`config.mk`:
```
export PLATFORM = sky130hd
export DESIGN_NAME = priority_sensor_ctrl
export DESIGN_NICKNAME = d
export VERILOG_FILES = /design/src/rtl/priority_sensor_ctrl.sv
export SDC_FILE = /design/constraint.sdc
export NUM_CORES = 1
export LEC_CHECK = 0
export BUFFER_PORTS_ARGS = -buffer_cell sky130_fd_sc_hd__buf_2
export CAP_MARGIN = 20
export CORE_ASPECT_RATIO = 1.25
export CORE_UTILIZATION = 46
export CTS_CLUSTER_SIZE = 16
export DETAILED_ROUTE_END_ITERATION = 8
export PLACE_DENSITY = 0.81
export SYNTH_ARGS = -nofsm -noshare
export SYNTH_HDL_FRONTEND = slang
export SYNTH_SLANG_ARGS = --single-unit
```
`constraint.sdc`:
```
create_clock -name clk -period 5.1 [get_ports clk]
set_clock_uncertainty 0.15 [all_clocks]
set_input_delay 0.51 -clock clk [delete_from_list [all_inputs] [get_ports clk]]
set_output_delay 0.51 -clock clk [all_outputs]
set_load 0.05 [all_outputs]
```
`src/rtl/priority_sensor_ctrl.sv`:
```
// priority_sensor_ctrl
//   Multi-channel sensor event latch with a priority interrupt. Every channel
//   latches an event (a level or a rising edge) into a pending bit. The block
//   reports one interrupt line plus the ID of the lowest-numbered pending
//   channel that is not masked. Pending bits are cleared by acknowledge-by-ID
//   or by a per-channel clear. Sticky overrun flags record events that arrive
//   while the channel is already pending.
//
// Parameters
//   NCH   number of sensor channels (2..32)
//   IDW   channel ID width, ceil(log2(NCH))
//   EDGE  0 = level detection, 1 = rising-edge detection
//
// Ports
//   clk        clock, all state updates on the rising edge
//   grst       synchronous active-high reset; also forces interrupt/irq_id low
//   sensor     raw sensor inputs, already synchronous to clk
//   mask       1 = channel excluded from interrupt/irq_id (it still latches)
//   clr        per-channel clear of pending
//   ack        clear the channel currently reported on irq_id
//   ovr_clr    clear all overrun flags
//   interrupt  OR of (pending & ~mask)
//   irq_id     lowest-numbered pending unmasked channel, 0 when none
//   pending    per-channel latched state
//   overrun    sticky per-channel overrun flags
module priority_sensor_ctrl #(
    parameter int unsigned NCH  = 8,
    parameter int unsigned IDW  = 3,
    parameter int unsigned EDGE = 0
) (
    input  logic           clk,
    input  logic           grst,
    input  logic [NCH-1:0] sensor,
    input  logic [NCH-1:0] mask,
    input  logic [NCH-1:0] clr,
    input  logic           ack,
    input  logic           ovr_clr,
    output logic           interrupt,
    output logic [IDW-1:0] irq_id,
    output logic [NCH-1:0] pending,
    output logic [NCH-1:0] overrun
);

    typedef enum logic {
        CH_IDLE = 1'b0,
        CH_ACT  = 1'b1
    } ch_state_t;

    ch_state_t      state_q [NCH];
    ch_state_t      state_d [NCH];

    logic [NCH-1:0] sensor_d;
    logic [NCH-1:0] overrun_q;
    logic [NCH-1:0] overrun_d;
    logic [NCH-1:0] ev;
    logic [NCH-1:0] cl;
    logic [NCH-1:0] qual;
    logic           any_qual;
    logic [IDW-1:0] first_id;

    // ------------------------------------------------------------------
    // Event detection
    // ------------------------------------------------------------------
    // sensor_d resets to 0, so in edge mode an input already high when
    // reset is released is seen as a rising edge on the first live cycle.
    always_comb begin
        if (EDGE != 0) begin
            ev = sensor & ~sensor_d;
        end else begin
            ev = sensor;
        end
    end

    // ------------------------------------------------------------------
    // Priority selection (registered state plus mask/grst only)
    // ------------------------------------------------------------------
    always_comb begin
        for (int unsigned i = 0; i < NCH; i++) begin
            pending[i] = (state_q[i] == CH_ACT);
        end
    end

    assign qual = pending & ~mask;

    always_comb begin
        any_qual = 1'b0;
        first_id = '0;
        for (int unsigned i = 0; i < NCH; i++) begin
            if (!any_qual && qual[i]) begin
                any_qual = 1'b1;
                first_id = IDW'(i);
            end
        end
    end

    assign interrupt = any_qual & ~grst;
    assign irq_id    = grst ? '0 : first_id;

    // ------------------------------------------------------------------
    // Per-channel clear: explicit clear, or ack of the reported channel.
    // Gating ack with interrupt makes an ack with nothing reported a no-op.
    // ------------------------------------------------------------------
    always_comb begin
        for (int unsigned i = 0; i < NCH; i++) begin
            cl[i] = clr[i] | (ack & interrupt & (irq_id == IDW'(i)));
        end
    end

    // ------------------------------------------------------------------
    // Channel FSMs
    // ------------------------------------------------------------------
    always_ff @(posedge clk) begin
        if (grst) begin
            for (int unsigned i = 0; i < NCH; i++) begin
                state_q[i] <= CH_IDLE;
            end
        end else begin
            for (int unsigned i = 0; i < NCH; i++) begin
                state_q[i] <= state_d[i];
            end
        end
    end

    // A clear wins over a coincident event on an active channel; an idle
    // channel ignores clear and arms on an event.
    always_comb begin
        for (int unsigned i = 0; i < NCH; i++) begin
            state_d[i] = state_q[i];
            case (state_q[i])
                CH_IDLE: if (ev[i]) state_d[i] = CH_ACT;
                CH_ACT:  if (cl[i]) state_d[i] = CH_IDLE;
                default: state_d[i] = CH_IDLE;
            endcase
        end
    end

    // ------------------------------------------------------------------
    // Overrun flags: a new set beats ovr_clr for the same bit
    // ------------------------------------------------------------------
    always_comb begin
        overrun_d = ovr_clr ? '0 : overrun_q;
        overrun_d = overrun_d | (pending & ev & ~cl);
    end

    always_ff @(posedge clk) begin
        if (grst) begin
            overrun_q <= '0;
            sensor_d  <= '0;
        end else begin
            overrun_q <= overrun_d;
            sensor_d  <= sensor;
        end
    end

    assign overrun = overrun_q;

endmodule

```
==> flow_summary.toml, run 1 <==
[status]
status = "completed"

[global_route]
antenna_found_initial = 0
grt_pass1_wl_mm = 3.387
grt_pass1_vias = 811
grt_use_total = 0.2372
overflow = 0
grt_max_degree = 23

[die]
initial_core_util = 0.4855
die_area_um2 = 2041
die_y_um = 50.26
ios = 48
core_area_um2 = 1765
die_w_um = 40.61
row_count = 17

[yosys]
synth_seq_area_share = 0.3737
ys_seq_elements = 16
netlist_area_um2 = 857.1
synth_edf_count = 0
synthArstFlopShare = 0
ys.flop_type = "dfxtp_1"
synth_largest_area_cell = "dfxtp_1"
syn_inst = 105
synth_most_common_cell = "dfxtp_1"
synth_area_leaders = "dfxtp_1 (37%), nor2b_1 (5.8%), nor2_1 (4.8%)"
synth.distinct_cells = 29
syn_nets = 133
yosysWarnings = 0
syn_area_per_cell_um2 = 8.163
synthTopCellsByCount = "dfxtp_1 (16), nor2_1 (11), inv_1 (9), nor2b_1 (8), nor3_1 (8)"
yosysTopAreaCellShare = 0.3737

[cts]
clockBufferDepth = 2
clock_sinks = 16
cts_setup_buffers = 0
path_clk_slew_ns = 0.10
insertion_delay_ns = 0.29
cts_htree_levels = 1
numCtsBuffers = 3
post_cts_resized = 0
cts_tree = "done"
hold_buffers = 0
root_buffer = "clkbuf_4"

[timing]
setup_violations = 0
fin_tns_setup_ns = 0
max_slew.worst_pin.slew_ns = 0.5377
report.final.slew_viol_count = 0
holdWs_ns = 0.2584
worst_slack_ns = 2.348
hold_viol_final = 0
fmax_mhz = 363.3
rsz0062_at_grt = "no"
finalCritPeriodShare = 0.5397
period_needed_ns = 2.752
maxSlewHeadroom = 0.6370

[cells_and_area]
nets = 182
area_growth_pct = 32.99
stdcell_area_um2 = 1140
antennaDiodeCount = 0
drive_gt1_frac = 0.3595
post-route-util = 0.6456

[min_path]
hp-class = "primary input to flop"
hp-start = "clr[7]"

[placed_design]
placed_cell_area_um2 = 1104
portBuffers = 47
dp_slack_ns = 2.470
finalWeightedCongestion = 0.7505
dp_hpwl_mm = 1.689

[routing]
finalWirelength_mm = 2.222
wire_per_inst_um = 12.92
ant_nets = 0
viasPerCell = 5.576
route.detailed.drc = 0
num_vias = 959
drt_iter0_drc = 19
first_pass_iters = 4

[setup_path]
cp-startpoint = "state_q[0][0]"
rrSetupSlack_ns = 3.08
crit_path_end_kind = "output pin"
cp_data_arrival_time_ns = 2.09
cp_max_fo = 8
rr_startpoint = "state_q[0][0]"
worstSetupPathType = "flop to output pin"
cp-start-kind = "flop"
crit_required_ns = 4.44

[flow_run]
drv_cap = 0

[power_and_ir_drop]
leakage_uw = 0.0005515
powerDensity_nw_per_um2 = 276.7
vdd_drop_max_v = 0.0001923
worst max-delay path, cell delays in order, from the launching register on:
cell and delay [ns]:
dfxtp_1 0.33, nor2b_1 0.21, or4_4 0.53, o32a_4 0.35, nor2_1 0.10, buf_2 0.27
worst paths after layout:
path,end,cells past startpoint
hold / removal,overrun[7],2
setup reg to reg,overrun[7],5
setup / recovery,irq_id[0],5
hold reg to reg,overrun[5],2
layer usage:
metal	part of all wire	GRT usage
met1	0.40	0.2778
met2	0.49	0.3915
met3	0.068	0.03540
met4	0.044	0.1222
met5	0	0
power breakdown:
group	internal (µW)	switching, µW	leakage (µW)
Combinational	30.9	63.2	0.000399
Clock	43.5	40.9	0.0000210
Sequential	131	5.43	0.000131
Total	206	109	0.000551
metrics by stage:
stage	total power [µW]	std cells
after detailed placement	232.9	168
final	315.3	172
after global routing	331.6	172
after floorplan	205.7	105
after CTS	317.8	172
after global placement	230.4	168
kinds of logic after synthesis:
group                  Yosys count  synth area share
multiplexers                     3           0.03504
AND/OR/NAND/NOR                 50            0.3270
AO/OA/AOI/OAI                   24            0.2102
flip-flops                      16            0.3737
buffers and inverters           12           0.05401
placed cells by master, fill, tap and decap left out:
master     instances
o311ai_0           1
o211ai_1           1
dfxtp_1           16
o31ai_1            4
nor3_2             1
nor3b_2            1
o21a_1             1
a31oi_1            2
clkbuf_8           1
nor2_1            11
nand2b_1           6
or4_4              1
nor3b_1            1
mux2i_1            3
o32a_4             1
a21o_1             1
nor4_1             1
o21ai_0            2
a22o_1             1
buf_2             47
nor2b_1            8
clkbuf_4           3
a2bb2oi_1          2
a21oi_1            6
a2111oi_0          1
o41ai_1            1
nor3_1             8
nand3b_1           5
inv_1              9
nand2_1            7
cell type report:
type                       count  area (µm²)
clock buffer                   4       36.28
fill                         172       625.6
inverter                       9       33.78
multi-input combinational     77       490.5
sequential                    16       320.3
tap                           19       23.77
timing repair buffer          47       235.2
registers in the layout, summed over array words and instances (netlist names):
register	count
overrun	8
state_q	8
Power figures use the tool's default switching activity.
==> run 2: changes to the inputs <==
--- a/config.mk
+++ b/config.mk
@@ -8,10 +8,10 @@
 export BUFFER_PORTS_ARGS = -buffer_cell sky130_fd_sc_hd__buf_2
 export CAP_MARGIN = 20
 export CORE_ASPECT_RATIO = 1.25
-export CORE_UTILIZATION = 46
+export CORE_UTILIZATION = 38
 export CTS_CLUSTER_SIZE = 16
 export DETAILED_ROUTE_END_ITERATION = 8
-export PLACE_DENSITY = 0.81
+export PLACE_DENSITY = 0.71
 export SYNTH_ARGS = -nofsm -noshare
 export SYNTH_HDL_FRONTEND = slang
 export SYNTH_SLANG_ARGS = --single-unit
==> constraint.sdc (replaced) <==
create_clock -name clk -period 2.3 [get_ports clk]
set_clock_uncertainty 0.15 [all_clocks]
set_input_delay 0.23 -clock clk [delete_from_list [all_inputs] [get_ports clk]]
set_output_delay 0.23 -clock clk [all_outputs]
set_load 0.05 [all_outputs]
==> flow_summary.toml, run 2 (synthesis results as in run 1) <==
[status]
status = "completed"

[timing]
finalCritPeriodShare = 0.9857
maxSlewHeadroom = 0.6826
report.final.slew_viol_count = 0
setup_violations = 0
period_needed_ns = 2.267
max_slew.worst_pin.slew_ns = 0.4701
fmax_mhz = 441.1
hold_viol_final = 0
worst_slack_ns = 0.03283

[placed_design]
placed_cell_area_um2 = 1186
portBuffers = 47
dp_slack_ns = 0.1507
finalWeightedCongestion = 0.8301
dp_hpwl_mm = 1.732

[die]
core_area_um2 = 2049
initial_core_util = 0.4182
die_area_um2 = 2450
die_y_um = 55.10
row_count = 18
ios = 48
die_w_um = 44.48

[setup_path]
crit_required_ns = 1.92
crit_path_max_incr_delay_ns = 0.53
crit_path_end_kind = "output pin"
cp-start-kind = "flop"
worstSetupPathType = "flop to output pin"
cp_data_arrival_time_ns = 1.89
cp_max_fo = 2
rrSetupSlack_ns = 0.11
cpMaxStageDelayCell = "or4_4"
cp_cell_sequence = "nor2b_4 > or4_4 > o32a_4 > nor2_4 > buf_6"

[flow_run]
drv_cap = 0

[routing]
ant_nets = 0
wire_per_inst_um = 11.97
viasPerCell = 4.975
route.detailed.drc = 0
num_vias = 980
first_pass_iters = 4
finalWirelength_mm = 2.359
drt_iter0_drc = 10

[cts]
path_clk_slew_ns = 0.10
insertion_delay_ns = 0.29
cts_tree = "done"
clockBufferDepth = 2
cts_htree_levels = 1
root_buffer = "clkbuf_4"
numCtsBuffers = 3
clock_sinks = 16

[power_and_ir_drop]
vdd_drop_max_v = 0.0004268
combPwrFrac = 0.363
seqPwrFrac = 0.424
powerDensity_nw_per_um2 = 532.1
power.switching_uw = 258.4
clockPowerShare = 0.213
leakage_uw = 0.0006279
p_sw_frac = 0.3617
power.internal_uw = 456.0

[cells_and_area]
drive_gt1_frac = 0.4371
nets = 197
post-route-util = 0.6551
stdcell_area_um2 = 1343
most-common-layout-cells = "buf_2 (44), dfxtp_1 (13), nor2_1 (10), buf_4 (10), inv_1 (9)"
area_growth_pct = 56.64
final_common_cell = "buf_2"
antennaDiodeCount = 0

[global_route]
grt_use_total = 0.2015
grt_max_degree = 22
overflow = 0
grt_pass1_vias = 880
antenna_found_initial = 0
grt_pass1_wl_mm = 3.629

[min_path]
hp-class = "primary input to flop"
run 2: changes by cell type in the layout (fill, tap and decap cells not counted), sizes merged:
| cell | previous run | this run |
|---|---|---|
| dlygate4sd3 | 0 | 5 |
| buf | 47 | 56 |
run 2: through the flow:
step / hold slack [ns] / power [µW] / instances / TNS (ns)
after floorplan: 0.1809 / 471.4 / 105 / -0.001064
after global placement: 0.2794 / 531.6 / 182 / 0
final: 0.05201 / 714.4 / 197 / 0
after CTS: 0.04877 / 697.3 / 194 / 0
after global routing: 0.05105 / 750.6 / 197 / -0.01392
after detailed placement: 0.2849 / 535.3 / 182 / 0
run 2: path summary, 6_finish.rpt:
check,from,endpoint,cells after the start
worst max-delay path,state_q[0][3],irq_id[0],5
worst min register to register,overrun[5],overrun[5],2
worst min-delay path,sensor[3],overrun[3],3
worst max register to register,state_q[0][3],overrun[7],7
run 2: worst max-delay path, delay by kind of cell (launching register included):
family,cells,cell delay [ns]
buf+inv,1,0.16
simple gates,3,0.76
flops,1,0.34
compound gates,1,0.34
run 2: cell type report:
| class | instances | area [µm²] |
|---|---|---|
| Fill cell | 170 | 706.9 |
| Multi-Input combinational cell | 77 | 549.3 |
| Timing Repair Buffer | 62 | 375.4 |
| Sequential cell | 16 | 324.1 |
| Tap cell | 30 | 37.54 |
| Inverter | 9 | 33.78 |
| Clock buffer | 3 | 22.52 |
run 2: power groups by stage:
stage                     clock network, µW  registers, µW  logic [µW]
final                                   152            303         259
after global routing                    169            304         277
after CTS                               149            302         246
after detailed placement                  0            310         225
after global placement                    0            309         223
after floorplan                           0            359         112
run 2: timing repair:
action	4_1_cts	5_1_grt
hold endpoints to repair	5	0
resized for setup	3	8
setup endpoints to repair	1	3
hold buffers	5	0
pin swaps	3	3
setup buffers	4	3
run 2: routing by layer:
metal	wire (µm)	track usage	vias up
li1	-	-	498
met2	1172	0.3750	37
met5	0	0	-
met1	1034	0.2277	441
met3	116	0.03571	4
met4	36	0.07576	0
